### src/rtl/joy_pkg.sv
// Shared joystick bit-index constants for both players.
package joy_pkg;

  localparam int unsigned JOY_UP    = 0;
  localparam int unsigned JOY_DOWN  = 1;
  localparam int unsigned JOY_LEFT  = 2;
  localparam int unsigned JOY_RIGHT = 3;
  localparam int unsigned JOY_FIRE1 = 4;
  localparam int unsigned JOY_FIRE2 = 5;
  localparam int unsigned JOY_FIRE3 = 6;
  localparam int unsigned JOY_START = 7;
  localparam int unsigned P2_OFFSET = 8;

  localparam int unsigned JOY_BITS  = 16;

endpackage

### src/rtl/joy_debounce_bit.sv
// Single-bit debouncer: tracks a stable level and a count of consecutive
// differing sample ticks; flips the stable level after DEB_COUNT of them.
module joy_debounce_bit #(
  parameter int unsigned DEB_COUNT = 4
) (
  input  logic clk,
  input  logic reset,
  input  logic tick,
  input  logic sync_in,
  output logic stable
);

  localparam int unsigned DEB_W = $clog2(DEB_COUNT + 1);

  logic             stable_q, stable_d;
  logic [DEB_W-1:0] cnt_q, cnt_d;

  always_comb begin
    stable_d = stable_q;
    cnt_d    = cnt_q;
    if (tick) begin
      if (sync_in == stable_q) begin
        cnt_d = '0;
      end else if (cnt_q == DEB_W'(DEB_COUNT - 1)) begin
        stable_d = ~stable_q;
        cnt_d    = '0;
      end else begin
        cnt_d = cnt_q + DEB_W'(1);
      end
    end
  end

  // Stable level resets to 1: buttons are active-low, so 1 means released.
  always_ff @(posedge clk) begin
    if (reset) begin
      stable_q <= 1'b1;
      cnt_q    <= '0;
    end else begin
      stable_q <= stable_d;
      cnt_q    <= cnt_d;
    end
  end

  assign stable = stable_q;

endmodule

### src/rtl/joy_conditioner.sv
// Two-player joystick conditioner: synchronise, debounce, press-edge detect.
// Optional autofire on fire1 is built when JOY_AUTOFIRE_EN is defined.
module joy_conditioner
  import joy_pkg::*;
#(
  parameter int unsigned TICK_DIV  = 1024,
  parameter int unsigned DEB_COUNT = 4,
  parameter int unsigned AF_TICKS  = 8
) (
  input  logic                clk,
  input  logic                reset,
`ifdef JOY_AUTOFIRE_EN
  input  logic [1:0]          af_en,
`endif
  input  logic [JOY_BITS-1:0] joy_in,
  output logic [JOY_BITS-1:0] joy_state,
  output logic [JOY_BITS-1:0] joy_press,
  output logic                any_press
);

  localparam int unsigned TICK_W = 16;

  logic [JOY_BITS-1:0] sync1_q, sync1_d;
  logic [JOY_BITS-1:0] sync2_q, sync2_d;
  logic [TICK_W-1:0]   tick_cnt_q, tick_cnt_d;
  logic                tick_c;
  logic [JOY_BITS-1:0] stable_c;
  logic [JOY_BITS-1:0] deb_c;
  logic [JOY_BITS-1:0] press_c;
  logic [JOY_BITS-1:0] deb_q, deb_d;
  logic [JOY_BITS-1:0] joy_state_q, joy_state_d;
  logic [JOY_BITS-1:0] joy_press_q, joy_press_d;
  logic                any_press_q, any_press_d;

  assign tick_c = (tick_cnt_q == TICK_W'(TICK_DIV - 1));

  always_comb begin
    sync1_d    = joy_in;
    sync2_d    = sync1_q;
    tick_cnt_d = tick_c ? '0 : tick_cnt_q + TICK_W'(1);
  end

  for (genvar i = 0; i < JOY_BITS; i++) begin : g_deb
    joy_debounce_bit #(
      .DEB_COUNT(DEB_COUNT)
    ) u_deb (
      .clk     (clk),
      .reset   (reset),
      .tick    (tick_c),
      .sync_in (sync2_q[i]),
      .stable  (stable_c[i])
    );
  end

  // Press edges come from the debounced level only, never from autofire.
  assign deb_c   = ~stable_c;
  assign press_c = deb_c & ~deb_q;

`ifdef JOY_AUTOFIRE_EN
  localparam int unsigned AF_W = 8;

  logic [1:0]           af_phase_q, af_phase_d;
  logic [1:0][AF_W-1:0] af_cnt_q, af_cnt_d;

  // Phase restarts high on every press and whenever autofire is idle.
  always_comb begin
    af_phase_d  = af_phase_q;
    af_cnt_d    = af_cnt_q;
    joy_state_d = deb_c;
    for (int p = 0; p < 2; p++) begin
      if (!deb_c[4'(p * P2_OFFSET + JOY_FIRE1)] || !af_en[1'(p)] ||
          press_c[4'(p * P2_OFFSET + JOY_FIRE1)]) begin
        af_phase_d[1'(p)] = 1'b1;
        af_cnt_d[1'(p)]   = '0;
      end else if (tick_c) begin
        if (af_cnt_q[1'(p)] == AF_W'(AF_TICKS - 1)) begin
          af_phase_d[1'(p)] = ~af_phase_q[1'(p)];
          af_cnt_d[1'(p)]   = '0;
        end else begin
          af_cnt_d[1'(p)] = af_cnt_q[1'(p)] + AF_W'(1);
        end
      end
      joy_state_d[4'(p * P2_OFFSET + JOY_FIRE1)] =
        deb_c[4'(p * P2_OFFSET + JOY_FIRE1)] & af_phase_d[1'(p)];
    end
  end

  always_ff @(posedge clk) begin
    if (reset) begin
      af_phase_q <= 2'b11;
      af_cnt_q   <= '0;
    end else begin
      af_phase_q <= af_phase_d;
      af_cnt_q   <= af_cnt_d;
    end
  end
`else
  always_comb begin
    joy_state_d = deb_c;
  end
`endif

  always_comb begin
    deb_d       = deb_c;
    joy_press_d = press_c;
    any_press_d = |press_c;
  end

  always_ff @(posedge clk) begin
    if (reset) begin
      sync1_q     <= '1;
      sync2_q     <= '1;
      tick_cnt_q  <= '0;
      deb_q       <= '0;
      joy_state_q <= '0;
      joy_press_q <= '0;
      any_press_q <= 1'b0;
    end else begin
      sync1_q     <= sync1_d;
      sync2_q     <= sync2_d;
      tick_cnt_q  <= tick_cnt_d;
      deb_q       <= deb_d;
      joy_state_q <= joy_state_d;
      joy_press_q <= joy_press_d;
      any_press_q <= any_press_d;
    end
  end

  assign joy_state = joy_state_q;
  assign joy_press = joy_press_q;
  assign any_press = any_press_q;

endmodule

### config.mk
export PLATFORM = sky130hd
export DESIGN_NAME = joy_conditioner
export DESIGN_NICKNAME = d
export VERILOG_FILES = /design/src/rtl/joy_pkg.sv /design/src/rtl/joy_debounce_bit.sv /design/src/rtl/joy_conditioner.sv
export SDC_FILE = /design/constraint.sdc
export NUM_CORES = 1
export LEC_CHECK = 0
export CORE_MARGIN = 4
export CORE_UTILIZATION = 55
export DETAILED_ROUTE_END_ITERATION = 6
export PLACE_DENSITY = 0.78
export SLEW_MARGIN = 5
export SYNTH_ARGS = -nofsm -noshare
export SYNTH_HDL_FRONTEND = slang
export SYNTH_HIERARCHICAL = 1
export SYNTH_SLANG_ARGS = --single-unit
### constraint.sdc
create_clock -name clk -period 7.52 [get_ports clk]
set_input_delay 1.128 -clock clk [delete_from_list [all_inputs] [get_ports clk]]
set_output_delay 1.128 -clock clk [all_outputs]
set_load 0.01 [all_outputs]
==> metrics.cfg <==
[yosys]
ys_ff_latch = 145
synth_top_area_share_pct = 53.59
synthCells = 531
synth_nets = 566
synth_warnings = 6
async_flop_share_pct = 0
yosys.cell_count.top_type = dfxtp_1
netlist_area_sq_mm = 0.005416
ys_seq_area_share_pct = 53.59
yosys-top-cells-count = 145 x dfxtp_1, 96 x nand2b_1, 48 x a21oi_1
synth.largest_area_cell = dfxtp_1
yosys-top-cells-area = dfxtp_1 54%, nand2b_1 11%, a21oi_1 4.4%, ha_1 3.9%, or2_2 3.7%
synth_flop_cell = dfxtp_1
synth_cell_types = 27
synth_edf_count = 0
avgSynthCellArea_sq_um = 10.20

[clocking]
cts_made_buffers = 17
tritoncts = done
clock_path_buffers = 2
htreeDepth = 4
post_cts_buffers = 0
cts_hold_buf = 0
ctsRootBufferMaster = clkbuf_8
cts_sinks = 145
cts_resized = 0
clk_pin_slew_ps = 60
clock_latency_ps = 520

[worst_setup_path]
cp-start-kind = register
worst-setup-path-type = reg -> reg
cp_num_buf_inv = 1
path_cells = ha_1 > nand3_2 > nor3_4 > and4_2 > buf_4 > nand3b_1 > mux2i_1 > nand2b_1
crit_arrival_ps = 3170
cp.required_ps = 7920
end_kind = register
crit_path_max_incr_delay_ps = 600
cp_slowest_cell = and4_2
cp_max_fo = 66
critPathTopFamily = simple AND/OR/NAND/NOR gates

[drt]
drtIter0Drc = 171
drtPass1Iterations = 4
ant_nets = 0
vias = 3818
avgViaCountPerCell = 5.195
wl_mm = 9.817
drc = 0
wire_per_inst_microns = 13.36

[die]
die_w_microns = 107.2
num_rows = 35
initial_core_util_pct = 57.53
fp.coreArea_sq_mm = 0.009415
ioPinCount = 51
die_y_microns = 107.2
die_area_sq_mm = 0.01150

[run]
cap_violations = 0

[final_layout]
fill_cells = 733
finalNonFillerCells = 735
multiInputGateArea_sq_mm = 0.002462
layout.nets = 629
num_antenna_cells = 0
drive_gt1_share_pct = 11.72
syn_to_final_growth_pct = 22.27
seq_area_sq_mm = 0.002903

[timing]
max_freq_mhz = 361.5
worst_pin_slew_ps = 759.6
setup_viol = 0
maxSlewViolCount = 0
rsz0062_at_grt = false
relSlewSlack_pct = 49.36
fin_skew_ps = 11.10
finalCriticalPeriod_ps = 2766
min_period_over_period_pct = 36.79
hold_viol_final = 0
fin_tns_setup_ps = 0

[grt]
grt.total_usage_pct = 18.37
grt_antenna_before_repair = 0
grt_pass1_wl_mm = 17.02
first_global_vias = 3786
grt_max_degree = 92
grt_overflow = 0

[outcome]
run_status = complete, no violations

[placed_design]
dp_cells = 704
dp_hpwl_mm = 6.295
portBuffers = 50
place.gp.congestion = 0.7721

[pwr]
p_per_area_mw_per_mm2 = 243.8
peakVddDrop_uv = 239.9
power.leakage_uw = 0.002447

[min_path]
hold_path_class = reg -> reg

per-stage QoR:
stage	total power, uW	cell area (sq um)	hold WS [ps]	setup slack (ps)	utilization (%)
after CTS	1635	6623	409.4	4738	70.34
after global routing	1669	6623	422.4	4515	70.34
final	1615	6623	406.9	4754	70.34
after global placement	834.1	6055	393.3	4806	64.31
after detailed placement	835.6	6055	393.2	4757	64.31
after floorplan	818.6	5416	389.5	4548	-
metal layers:
layer | up-vias | wire [microns] | GRT usage [%]
met2 | 46 | 4920 | 31.01
met5 | - | 0 | 0
met1 | 1811 | 4438 | 22.10
li1 | 1949 | - | -
met4 | 0 | 144 | 7.123
met3 | 12 | 314 | 5.178
cells by family after synthesis:
group / share of synthesized area, %
and+or+nand+nor: 27.93
buffers and inverters: 0.9702
DFF: 53.59
AOI/OAI and AO/OA: 5.775
muxes: 2.957
xor gates and xnor gates: 4.851
adders and majority gates: 3.927
worst paths after layout:
path | end | startpoint | slack [ps] | cells after the start
setup / recovery | g_deb[11].u_deb/stable | tick_cnt_q[0] | 4750 | 8
hold / removal | sync2_q[4] | sync1_q[4] | 410 | 1
hold reg to reg | sync2_q[4] | sync1_q[4] | 410 | 1
setup reg to reg | g_deb[11].u_deb/stable | tick_cnt_q[0] | 4750 | 8
sequential cells by signal, summed over array words and instances (netlist names):
| register | cells |
|---|---|
| sync2_q | 16 |
| joy_press | 16 |
| tick_cnt_q | 16 |
| g_deb.u_deb/cnt_q | 48 |
| joy_state | 16 |
| g_deb.u_deb/stable | 16 |
| any_press | 1 |
| sync1_q | 16 |
cell type report:
class                           instances  share of cell area, %
Multi-Input combinational cell        374                  37.18
Tap cell                              129                  2.437
Clock buffer                           21                  6.934
Sequential cell                       145                  43.83
Clock inverter                         10                  1.644
Inverter                                4                 0.2267
Timing Repair Buffer                   52                  7.746
power by group:
part	total, uW	internal (uW)	switching (uW)
Sequential	782	778	4.61
Clock	796	494	302
Combinational	36.3	18.9	17.3
cell usage in the layout, fill, tap and decap left out, types with 6 or more instances in the layout:
cell,n
xnor2_1,13
a21oi_1,48
nand3b_1,16
nand4b_1,16
o22ai_1,6
clkbuf_16,16
mux2i_1,16
or2_2,32
nand2b_1,96
dfxtp_1,145
nor2_1,40
xor2_1,17
nor3_1,19
nand3_1,18
clkdlybuf4s50_1,49
ha_1,17
No activity file was read; power rests on OpenSTA's default activity.
